<file path="src/rtl/bist_pattern_harness.sv">
// LFSR-driven stimulus and MISR response compaction around a combinational benchmark.
// One run applies n_patterns vectors, waits out the DUT latency, then compares the signature.
module bist_pattern_harness #(
    parameter int                N_IN     = 11,
    parameter int                N_OUT    = 23,
    parameter logic [N_IN-1:0]   LFSR_TAP = 11'h500,
    parameter logic [N_OUT-1:0]  MISR_TAP = 23'h420000,
    parameter int                DUT_LAT  = 0,
    parameter int                CNT_W    = 16
) (
    input  logic             clk,
    input  logic             rst_n,
    input  logic             start,
    input  logic             abort,
    input  logic [N_IN-1:0]  seed,
    input  logic [CNT_W-1:0] n_patterns,
    input  logic [N_OUT-1:0] golden,
    output logic [N_IN-1:0]  pat_out,
    output logic             pat_valid,
    input  logic [N_OUT-1:0] resp_in,
    output logic             busy,
    output logic             done,
    output logic [N_OUT-1:0] signature,
    output logic             pass
);

    typedef enum logic [1:0] {
        IDLE  = 2'd0,
        RUN   = 2'd1,
        DRAIN = 2'd2,
        DONE  = 2'd3
    } state_t;

    localparam int DW = (DUT_LAT > 1) ? $clog2(DUT_LAT) : 1;

    state_t             r_state;
    state_t             w_next;
    logic [N_IN-1:0]    r_lfsr;
    logic [N_OUT-1:0]   r_misr;
    logic [CNT_W-1:0]   r_count;
    logic [DW-1:0]      r_drain;
    logic               w_load;
    logic               w_last;
    logic               w_cap_en;
    logic               w_lfsr_fb;
    logic               w_misr_fb;

    assign w_load    = start && !abort && (r_state == IDLE || r_state == DONE);
    assign w_last    = (r_count == CNT_W'(1));
    assign w_lfsr_fb = ^(r_lfsr & LFSR_TAP);
    assign w_misr_fb = ^(r_misr & MISR_TAP);

    assign pat_out   = r_lfsr;
    assign pat_valid = (r_state == RUN);
    assign busy      = (r_state == RUN) || (r_state == DRAIN);
    assign done      = (r_state == DONE);
    assign signature = r_misr;
    assign pass      = (r_state == DONE) && (r_misr == golden);

    // Delay pat_valid by the DUT latency to know when resp_in belongs to a vector
    generate
        if (DUT_LAT == 0) begin : g_nodly
            assign w_cap_en = pat_valid;
        end else begin : g_dly
            logic [DUT_LAT-1:0] r_dly;
            // Valid delay line; flushed on abort so in-flight captures are dropped
            always_ff @(posedge clk or negedge rst_n) begin
                if (!rst_n) begin
                    r_dly <= '0;
                end else if (abort) begin
                    r_dly <= '0;
                end else begin
                    r_dly <= (r_dly << 1) | DUT_LAT'(pat_valid);
                end
            end
            assign w_cap_en = r_dly[DUT_LAT-1];
        end
    endgenerate

    // State register
    always_ff @(posedge clk or negedge rst_n) begin
        if (!rst_n) begin
            r_state <= IDLE;
        end else begin
            r_state <= w_next;
        end
    end

    // Next-state logic; abort overrides everything
    always_comb begin
        w_next = r_state;
        if (abort) begin
            w_next = IDLE;
        end else begin
            unique case (r_state)
                IDLE, DONE: begin
                    if (start) begin
                        w_next = (n_patterns == '0) ? DONE : RUN;
                    end
                end
                RUN: begin
                    if (w_last) begin
                        w_next = (DUT_LAT > 0) ? DRAIN : DONE;
                    end
                end
                DRAIN: begin
                    if (r_drain == '0) begin
                        w_next = DONE;
                    end
                end
                default: w_next = IDLE;
            endcase
        end
    end

    // Pattern generator, pattern counter, drain timer and signature register
    always_ff @(posedge clk or negedge rst_n) begin
        if (!rst_n) begin
            r_lfsr  <= '0;
            r_misr  <= '0;
            r_count <= '0;
            r_drain <= '0;
        end else if (abort) begin
            r_misr  <= '0;
        end else begin
            if (w_load) begin
                r_lfsr  <= (seed == '0) ? N_IN'(1) : seed;
                r_count <= n_patterns;
            end else if (r_state == RUN) begin
                r_lfsr  <= {r_lfsr[N_IN-2:0], w_lfsr_fb};
                r_count <= r_count - CNT_W'(1);
            end
            if (w_load) begin
                r_misr <= '0;
            end else if (w_cap_en) begin
                r_misr <= {r_misr[N_OUT-2:0], w_misr_fb} ^ resp_in;
            end
            if (r_state == RUN && w_last) begin
                r_drain <= DW'(DUT_LAT - 1);
            end else if (r_state == DRAIN) begin
                r_drain <= r_drain - DW'(1);
            end
        end
    end

endmodule

</file>
<file path="config.mk">
export PLATFORM = sky130hd
export DESIGN_NAME = bist_pattern_harness
export DESIGN_NICKNAME = d
export VERILOG_FILES = /design/src/rtl/bist_pattern_harness.sv
export SDC_FILE = /design/constraint.sdc
export NUM_CORES = 1
export LEC_CHECK = 0
export CORE_ASPECT_RATIO = 0.8
export CORE_MARGIN = 8
export CORE_UTILIZATION = 40
export CTS_CLUSTER_DIAMETER = 150
export CTS_CLUSTER_SIZE = 25
export DETAILED_ROUTE_END_ITERATION = 6
export GPL_ROUTABILITY_DRIVEN = 0
export PLACE_DENSITY = 0.71
export SYNTH_ARGS = -nofsm -noshare
export SYNTH_HDL_FRONTEND = slang
export SYNTH_SLANG_ARGS = --single-unit
</file>
<file path="constraint.sdc">
create_clock -name clk -period 2.46 [get_ports clk]
set_input_delay 0.615 -clock clk [delete_from_list [all_inputs] [get_ports clk]]
set_output_delay 0.615 -clock clk [all_outputs]
set_load 0.005 [all_outputs]
</file>
==> metrics <==
status=finished, final reports clean; die area=10800 um2; Synth-to-Final Area Change=47.7%; CTS Buffer Depth=2; # DRC=0; VDD IR max=0.411 mV; drt first-iter violations=140; CTS sink count=53; fmax=0.422 GHz; Root Driver=clkbuf_8; setup slack after layout=about 93 ps; Max Slew Vio Count=0; Hold Buf Count CTS=0; arrival time worst endpoint=1750 ps; tightest slew margin relative to the limit=between 60 and 70%; Synth area leaders=dfrtp_1 (43%), xor2_1 (11%), a22o_1 (6.5%), a22oi_1 (3.4%), o21ai_0 (3.1%); Setup Fix Bufs, Post-CTS=0; final net count=523; fin crit share=96.2%; worst r2r path cells=7; unrepaired setup endpoints after global routing=false; leakage power=around 0.0020 uW; fin util=61.4%; commonest non-fill, non-tap cells in the layout=clkdlybuf4s50_1 (96), dfrtp_1 (53), xor2_1 (39), a22o_1 (23), buf_4 (23); Seq/Total Area, Yosys=42.7%; Chip Width=roughly 110 um; first-pass GRT wire length=approximately 16000 um; Critical Path RT=1850 ps; row cnt=28; number of distinct library cells after synthesis=44; Syn Nets=400; average instance area after synthesis=9.76 um2; CP peak stage delay=480 ps; DPL Wire Length=roughly 7600 um; WL/cell=between 15 and 20 um; post-route design area=~4600 um2; total routed wirelength=9900 um; minimum clock period=about 2400 ps; vias in the first global route=between 2k and 3k; ys async rst share=between 90% and 100%; Clk pin slew, worst setup/hold paths=90 ps; # port buffers=about 110; ant diodes=0; core box area=7460 um2; Yosys reg bits=53; CTS tree=built; GRT Resource Usage Total=18.0%; Yosys warnings=0; grt total ovfl=0; Cell Chain, Critical Path=clkdlybuf4s50_1 -> xnor2_1 -> nand4_1 -> nor3_2 -> buf_2; Vias=between 2k and 3k; Num CTS Buffers=5; top-area cell type share of the netlist area=~43%; Initial Util=41.6%; router iterations before antenna repair=4; worst slack at placement=-500 ps; I/O Pins=115; Worst Tran Pin Value=between 500 and 600 ps; cell taking the most area after synthesis=dfrtp_1; Mapped Cells=~320; initial antenna violation count=0; vias per cell=about 5.4; Max-Cap Viols=0; final setup violation count=0; Hold/Removal Path Class=in2async; final clock skew=approximately 7.1 ps; Worst Path Max Fanout=1; die height=roughly 95 um; Cell Pwr Density=855 nW/um2; leading cell type in the layout, fill and taps excluded=clkdlybuf4s50_1; CTS H-tree lvls=2; CP endpoint kind=output port; Top FF cell, synth=dfrtp_1; largest net degree at the start of global routing=32; area of placed instances=about 4500 um2; CP max stage cell=clkdlybuf4s50_1; CP Launch Type=input port; clk_lat worst skew=310 ps; Final ANT Viol Nets=0; mapped cell area=3100 um2; Crit Path Class=in2out; number of synthesized flops with an enable pin=0; final hold vios=0; layout cells sized above 1=9.95%
cell usage after synthesis, types with 2 or more instances:
master / count
nor2_1: 15
o22ai_1: 2
and2_1: 2
ha_1: 5
nor3_1: 14
a2bb2oi_1: 3
nand2_1: 19
nor4_1: 15
xor2_1: 39
or4_4: 2
nand4_1: 4
o2bb2ai_1: 4
a31oi_1: 4
xnor2_1: 9
clkbuf_1: 19
a311oi_1: 2
a22o_1: 23
o21ai_0: 19
a21oi_1: 14
inv_1: 8
o22a_1: 4
dfrtp_1: 53
a22oi_1: 14
nand3_1: 2
o21a_1: 4
flip-flops by register name, summed over array words and instances (netlist names):
register / count
signature: 23
r_count: 16
pat_out: 11
r_drain: 1
r_state: 2
where the power goes:
| part | internal [uW] | switching (uW) |
|---|---|---|
| Sequential | 1160 | 337 |
| Combinational | 962 | 830 |
| Clock | 332 | 293 |
| Total | 2460 | 1460 |
routing by layer:
metal	vias up	track usage [%]	share of wire, %	routed length, um
met5	-	0	0	0
met4	0	4.64	1.2	119
li1	1412	-	-	-
met2	59	30.3	49	4870
met3	9	3.32	4.3	424
met1	1466	23.4	45	4490
final timing paths:
path                            startpoint            end  slack, ps
worst min-delay path                 rst_n  signature[18]        300
min in group clk                pat_out[3]     pat_out[3]        510
worst max register to register  r_state[1]    r_count[10]        420
max in group asynchronous            rst_n     pat_out[3]       1600
worst min register to register  pat_out[3]     pat_out[3]        510
worst max-delay path            golden[13]           pass         90
critical path, delay by kind of cell:
kind,cells,cell delay [ps]
xor gates and xnor gates,1,120
buffers and inverters,2,610
and+or+nand+nor,2,400
layout make-up:
| class | instances | area, um2 |
|---|---|---|
| fill | 643 | 2880 |
| multi-input combinational | 235 | 1670 |
| sequential | 53 | 1330 |
| timing repair buffer | 138 | 1310 |
| tap | 105 | 131 |
| clock buffer | 7 | 86.3 |
| clock inverter | 1 | 30.0 |
| inverter | 8 | 30.0 |
timing repair:
action | in CTS | in global routing
setup endpoints to repair | 1 | 1
pin swaps | 7 | 4
resized for setup | 19 | 3
cloned | 0 | 0
kinds of logic (layout without fill, tap and decap cells):
family / after synthesis / after routing / synth area share (%)
xor gates and xnor gates: 48 / 48 / 13.5
adders and majority gates: 5 / 5 / 2.02
DFF: 53 / 53 / 42.7
buffers and inverters: 30 / 154 / 4.03
AOI/OAI and AO/OA: 100 / 100 / 23.5
and+or+nand+nor: 82 / 82 / 14.1
metrics by stage:
stage	power (uW)	TNS [ps]	hold slack, ps	cells
global placement	3250	-466	491	539
global route	4160	0	341	547
CTS	3930	0	307	547
finish	3920	0	298	547
detailed placement	3310	-500	496	539
floorplan	2430	0	319	318
(Power assumes the default switching activity.)
